File: src/rtl/k_syncfifo_param_if.sv
// Handshake bundle for k_syncfifo_param: write port, show-ahead read port,
// flush, and occupancy/status outputs.
interface k_syncfifo_param_if #(
    parameter int data_size = 8,
    parameter int addr_size = 4
);
    logic                 flush;
    logic [data_size-1:0] wdata;
    logic                 wput;
    logic                 wrdy;
    logic [data_size-1:0] rdata;
    logic                 rrdy;
    logic                 rget;
    logic [addr_size:0]   count;
    logic                 afull;
    logic                 aempty;
    logic                 wovf;
    logic                 rudf;

    modport master (
        output flush, wdata, wput, rget,
        input  wrdy, rdata, rrdy, count, afull, aempty, wovf, rudf
    );

    modport slave (
        input  flush, wdata, wput, rget,
        output wrdy, rdata, rrdy, count, afull, aempty, wovf, rudf
    );
endinterface

File: src/rtl/k_syncfifo_param.sv
// Single-clock FIFO with show-ahead read, registered occupancy count,
// programmable almost-full/almost-empty and sticky overflow/underflow flags.
module k_syncfifo_param #(
    parameter int data_size  = 8,
    parameter int addr_size  = 4,
    parameter int afull_lvl  = 12,
    parameter int aempty_lvl = 2
) (
    input  logic               clk,
    input  logic               rst,
    k_syncfifo_param_if.slave  bus
);
    localparam int depth = 1 << addr_size;
    localparam logic [addr_size:0] c_afull  = (addr_size+1)'(afull_lvl);
    localparam logic [addr_size:0] c_aempty = (addr_size+1)'(aempty_lvl);

    logic [data_size-1:0] r_mem [depth];
    logic [addr_size:0]   r_wptr;
    logic [addr_size:0]   r_rptr;
    logic [addr_size:0]   r_count;
    logic                 r_wovf;
    logic                 r_rudf;

    logic w_clr;
    logic w_full;
    logic w_empty;
    logic w_wr_en;
    logic w_rd_en;

    // rst and flush both gate off the handshakes so neither a write, a pop
    // nor an error flag can land in a clearing cycle.
    assign w_clr   = rst | bus.flush;
    assign w_full  = (r_wptr[addr_size] != r_rptr[addr_size]) &&
                     (r_wptr[addr_size-1:0] == r_rptr[addr_size-1:0]);
    assign w_empty = (r_wptr == r_rptr);
    assign w_wr_en = bus.wput & ~w_full  & ~w_clr;
    assign w_rd_en = bus.rget & ~w_empty & ~w_clr;

    always_ff @(posedge clk) begin
        if (w_wr_en) begin
            r_mem[r_wptr[addr_size-1:0]] <= bus.wdata;
        end
    end

    always_ff @(posedge clk) begin
        if (w_clr) begin
            r_wptr <= '0;
            r_rptr <= '0;
        end else begin
            if (w_wr_en) r_wptr <= r_wptr + 1'b1;
            if (w_rd_en) r_rptr <= r_rptr + 1'b1;
        end
    end

    always_ff @(posedge clk) begin
        if (w_clr) begin
            r_count <= '0;
        end else begin
            case ({w_wr_en, w_rd_en})
                2'b10:   r_count <= r_count + 1'b1;
                2'b01:   r_count <= r_count - 1'b1;
                default: r_count <= r_count;
            endcase
        end
    end

    always_ff @(posedge clk) begin
        if (w_clr) begin
            r_wovf <= 1'b0;
            r_rudf <= 1'b0;
        end else begin
            if (bus.wput && w_full)  r_wovf <= 1'b1;
            if (bus.rget && w_empty) r_rudf <= 1'b1;
        end
    end

    assign bus.wrdy   = ~w_full;
    assign bus.rrdy   = ~w_empty;
    assign bus.rdata  = w_empty ? '0 : r_mem[r_rptr[addr_size-1:0]];
    assign bus.count  = r_count;
    assign bus.afull  = (r_count >= c_afull);
    assign bus.aempty = (r_count <= c_aempty);
    assign bus.wovf   = r_wovf;
    assign bus.rudf   = r_rudf;
endmodule

File: src/flat_wrapper.sv
// flat-port wrapper written by rule: the top's interface ports become plain ports
module k_syncfifo_param_flat 
#(
    parameter int data_size  = 8,
    parameter int addr_size  = 4,
    parameter int afull_lvl  = 12,
    parameter int aempty_lvl = 2
)
  (clk, rst, bus_flush, bus_wdata, bus_wput, bus_rget, bus_wrdy, bus_rdata, bus_rrdy, bus_count, bus_afull, bus_aempty, bus_wovf, bus_rudf);
  k_syncfifo_param_if #(.data_size(data_size), .addr_size(addr_size)) bus_i ();
  input  logic clk;
  input  logic rst;
  input wire logic [$bits(bus_i.flush)-1:0] bus_flush;
  input wire logic [$bits(bus_i.wdata)-1:0] bus_wdata;
  input wire logic [$bits(bus_i.wput)-1:0] bus_wput;
  input wire logic [$bits(bus_i.rget)-1:0] bus_rget;
  output wire logic [$bits(bus_i.wrdy)-1:0] bus_wrdy;
  output wire logic [$bits(bus_i.rdata)-1:0] bus_rdata;
  output wire logic [$bits(bus_i.rrdy)-1:0] bus_rrdy;
  output wire logic [$bits(bus_i.count)-1:0] bus_count;
  output wire logic [$bits(bus_i.afull)-1:0] bus_afull;
  output wire logic [$bits(bus_i.aempty)-1:0] bus_aempty;
  output wire logic [$bits(bus_i.wovf)-1:0] bus_wovf;
  output wire logic [$bits(bus_i.rudf)-1:0] bus_rudf;
  assign bus_i.flush = bus_flush;
  assign bus_i.wdata = bus_wdata;
  assign bus_i.wput = bus_wput;
  assign bus_i.rget = bus_rget;
  assign bus_wrdy = bus_i.wrdy;
  assign bus_rdata = bus_i.rdata;
  assign bus_rrdy = bus_i.rrdy;
  assign bus_count = bus_i.count;
  assign bus_afull = bus_i.afull;
  assign bus_aempty = bus_i.aempty;
  assign bus_wovf = bus_i.wovf;
  assign bus_rudf = bus_i.rudf;
  k_syncfifo_param #(.data_size(data_size), .addr_size(addr_size), .afull_lvl(afull_lvl), .aempty_lvl(aempty_lvl)) u_core (.clk(clk), .rst(rst), .bus(bus_i));
endmodule
File: config.mk
export PLATFORM = sky130hd
export DESIGN_NAME = k_syncfifo_param_flat
export DESIGN_NICKNAME = d
export VERILOG_FILES = /design/src/rtl/k_syncfifo_param_if.sv /design/src/rtl/k_syncfifo_param.sv /design/src/flat_wrapper.sv
export SDC_FILE = /design/constraint.sdc
export NUM_CORES = 1
export LEC_CHECK = 0
export CORE_UTILIZATION = 55
export CTS_CLUSTER_DIAMETER = 50
export DETAILED_ROUTE_END_ITERATION = 6
export PLACE_DENSITY_LB_ADDON = 0.12
export SETUP_SLACK_MARGIN = 0.3
export SLEW_MARGIN = 15
export SYNTH_ARGS = -nofsm -noshare
export SYNTH_HDL_FRONTEND = slang
export SYNTH_SLANG_ARGS = --single-unit
File: constraint.sdc
create_clock -name clk -period 4.9 [get_ports clk]
set_input_delay 0.98 -clock clk [delete_from_list [all_inputs] [get_ports clk]]
set_output_delay 0.98 -clock clk [all_outputs]
set_load 0.1 [all_outputs]
==> key figures <==
Clock network
  – Clock-pin transition on the worst setup and hold timing paths: 0.06 ns
  – H-tree depth: 4
  – Clock root buffer master: sky130_fd_sc_hd__clkbuf_8
  – CTS Buffer Depth: 2
  – TritonCTS clock tree: yes
  – Clock buffer count from CTS: 17
  – Post-CTS setup-driven buffer insertion count: 0
  – CTS sink cnt: 149
  – Worst-Skew Late Latency: 0.52 ns
  – Count of instances resized after the clock tree is built: 0
  – CTS hold repair buffers: 0

Hold path
  – Worst min-delay path category: flip-flop to flip-flop
  – Number of cells on the worst hold path: 2

GRT
  – Initial antenna violation count: 0
  – Largest net degree at the start of global routing: 25
  – Grt ovf: 0
  – Via count of the first global-routing pass: 3245
  – Total routing usage reported by global routing: 0.212
  – First-pass GRT wire length: 17200 microns

Floorplan
  – Core area: 10800 sq um
  – Horiz. Die Dim: 107 microns
  – Height of the chip: 107 microns
  – Num ports: 32
  – Num rows: 38
  – Starting utilization of the core area: 0.564
  – Die area: 11500 sq um

Synth
  – Leading register cell type out of synthesis: sky130_fd_sc_hd__edfxtp_1
  – Post-synthesis average cell area: 17.3 sq um
  – Most instantiated library cell after synthesis: sky130_fd_sc_hd__edfxtp_1
  – Dominant cells by area after synthesis: sky130_fd_sc_hd__edfxtp_1, sky130_fd_sc_hd__mux4_2, sky130_fd_sc_hd__dfxtp_1, sky130_fd_sc_hd__mux2i_1, sky130_fd_sc_hd__a211oi_1
  – Number of distinct library cell variants in the gate-level netlist after synthesis: 35
  – Mapped Nets: 374
  – Async SR Flop Fraction: 0
  – #FFs+latches synth: 149
  – Post-synth design cell area: 6090 sq um
  – Top-area cell type share of the netlist area: 0.631
  – Total number of yosys warnings: 0
  – Number of flops mapped to enable cells by yosys: 128
  – Sequential element share of the synthesized area: 0.700
  – Cell types with the highest counts after synthesis: sky130_fd_sc_hd__edfxtp_1, sky130_fd_sc_hd__mux4_2, sky130_fd_sc_hd__nor2_1, sky130_fd_sc_hd__dfxtp_1, sky130_fd_sc_hd__a211oi_1
  – Count of mapped cells out of synthesis: 353
  – Yosys top cell by area: sky130_fd_sc_hd__edfxtp_1

Route
  – Total number of vias: 3140
  – First-pass detailed-route iteration total: 4
  – Vias per Instance: 5.75
  – Drc violations: 0
  – Iter 0 DRT Violations: 158
  – Mean routed wirelength per cell: 19.9 microns
  – Final Routed Wirelength: 10900 microns
  – Number of nets with antenna violations after routing: 0

Timing
  – RSZ-0062 raised after global routing: false
  – Worst rel slew slack: 0.330
  – Final critical-path share of the clock period: 0.810
  – Worst Max-Slew Pin Slew: 1.00 ns
  – Setup Viol. Count Final: 0
  – Final setup slack of the worst path: 0.933 ns
  – Final sum of negative setup slack: 0 ns
  – Final Max Tran Viols: 0
  – Final critical path time including I/O delays and setup: 3.97 ns
  – Clock Skew: 0.00559 ns
  – Maximum clock frequency: 0.252 GHz
  – Final hold violation count: 0

Worst setup path
  – Endpoint kind of the worst setup timing path: output port
  – Count of cells along the worst register-to-register path: 12
  – Data required time at the worst endpoint: 3.92 ns
  – Kind of start point of the critical path: flip-flop
  – Category of the critical setup timing path: flip-flop to output port
  – Highest net fanout along the worst path: 10
  – Arrival time of data at the critical path endpoint: 2.99 ns

Layout
  – Share of post-route cells with drive strength above 1: 0.229
  – Area growth from synthesis to final layout: 17.3%
  – Nets@finish: 414
  – Ant. Diodes: 0

Outcome
  – Result of the run: finished clean

Power
  – Power density over the cells: 370 nW/um^2
  – Worst IR Drop VDD: 0.198 mV
  – Leakage component of the power: 2.30 nW

Placed design
  – HPWL reported at the end of detailed placement: 6910 microns
  – Worst slack, placed: 0.589 ns
  – Number of I/O port buffers: 31
  – Routability congestion estimate from global placement: 0.829

Flow run
  – Maxcap violations: 0
[area by class of cell]
cell class	instances	area, sq um
Timing Repair Buffer	41	365
Inverter	6	22.5
Fill cell	736	3640
Clock buffer	19	422
Tap cell	140	175
Clock inverter	13	134
Sequential cell	149	4270
Multi-Input combinational cell	178	1760
[state kept, by name, summed over array words and instances, names as in the netlist, named ones only]
register          cells
u_core.r_rptr         5
u_core.r_wptr         5
u_core.r_mem        128
u_core.bus.count      5
u_core.bus.wovf       1
u_core.bus.rudf       1
[kinds of logic (layout without fill, tap and decap cells)]
logic type                 count (synthesis)  after routing  synth area share
buffers and inverters                     26             79            0.0181
AOI/OAI and AO/OA                         34             34            0.0407
DFF                                      149            149             0.700
adders and majority gates                  8              8            0.0164
and+or+nand+nor                           72             72            0.0569
muxes                                     46             46             0.142
xor gates and xnor gates                  18             18            0.0259
[critical path, stage by stage, from the launching register on]
cell and delay [ns]:
sky130_fd_sc_hd__dfxtp_1 0.54, sky130_fd_sc_hd__xor2_1 0.17, sky130_fd_sc_hd__nor4_4 0.54, sky130_fd_sc_hd__and2_1 0.22, sky130_fd_sc_hd__inv_1 0.04, sky130_fd_sc_hd__clkdlybuf4s50_1 0.95
[final timing paths]
check / from / to / slack, ns
hold / removal: u_core.bus.wovf / u_core.bus.wovf / 0.48
setup / recovery: u_core.r_wptr[3] / bus_rrdy / 0.93
setup reg to reg: u_core.r_wptr[3] / u_core.bus.count[4] / 1.35
hold reg to reg: u_core.bus.wovf / u_core.bus.wovf / 0.48
[power by group]
group | leakage (nW) | internal (mW) | total, mW | switching (mW)
Combinational | 0.735 | 0.0213 | 0.0689 | 0.0476
Sequential | 1.32 | 1.38 | 1.38 | 0.00193
Clock | 0.248 | 0.719 | 1.20 | 0.477
Total | 2.30 | 2.12 | 2.65 | 0.526
[through the flow]
stage                     cell area, sq um  power (mW)  hold WS (ns)  std cells   util
after global routing                  7150        2.72         0.526        546  0.662
after detailed placement              6590        1.48         0.461        514  0.611
after floorplan                       6140        1.44         0.493        353      -
after CTS                             7150        2.67         0.478        546  0.662
after global placement                6590        1.48         0.461        514  0.611
final                                 7150        2.65         0.480        546  0.662
[layer usage]
metal	track usage	vias up	share of wire
li1	-	1456	-
met1	0.271	1598	0.43
met2	0.357	71	0.51
met3	0.0480	15	0.044
met4	0.0773	0	0.013
met5	0	-	0
[cells in the final DEF (no fill, tap or decap), types with 2 or more instances in the layout]
| cell type | instances |
|---|---|
| sky130_fd_sc_hd__a211oi_2 | 8 |
| sky130_fd_sc_hd__buf_4 | 18 |
| sky130_fd_sc_hd__nor2_1 | 30 |
| sky130_fd_sc_hd__clkinvlp_4 | 7 |
| sky130_fd_sc_hd__nand2b_1 | 4 |
| sky130_fd_sc_hd__bufinv_16 | 2 |
| sky130_fd_sc_hd__o21ai_0 | 3 |
| sky130_fd_sc_hd__edfxtp_1 | 128 |
| sky130_fd_sc_hd__dfxtp_1 | 20 |
| sky130_fd_sc_hd__clkdlybuf4s50_1 | 23 |
| sky130_fd_sc_hd__clkinv_1 | 2 |
| sky130_fd_sc_hd__a211oi_1 | 8 |
| sky130_fd_sc_hd__xnor2_1 | 5 |
| sky130_fd_sc_hd__or3_1 | 2 |
| sky130_fd_sc_hd__o31ai_1 | 4 |
| sky130_fd_sc_hd__mux4_2 | 32 |
| sky130_fd_sc_hd__xor2_1 | 13 |
| sky130_fd_sc_hd__inv_1 | 6 |
| sky130_fd_sc_hd__clkbuf_16 | 16 |
| sky130_fd_sc_hd__nor3_1 | 4 |
| sky130_fd_sc_hd__clkbuf_1 | 2 |
| sky130_fd_sc_hd__nor2b_1 | 9 |
| sky130_fd_sc_hd__ha_1 | 8 |
| sky130_fd_sc_hd__mux2i_1 | 13 |
| sky130_fd_sc_hd__nand4_1 | 4 |
| sky130_fd_sc_hd__a21oi_1 | 4 |
| sky130_fd_sc_hd__nand2_1 | 15 |
No activity file was read; power rests on OpenSTA's default activity.
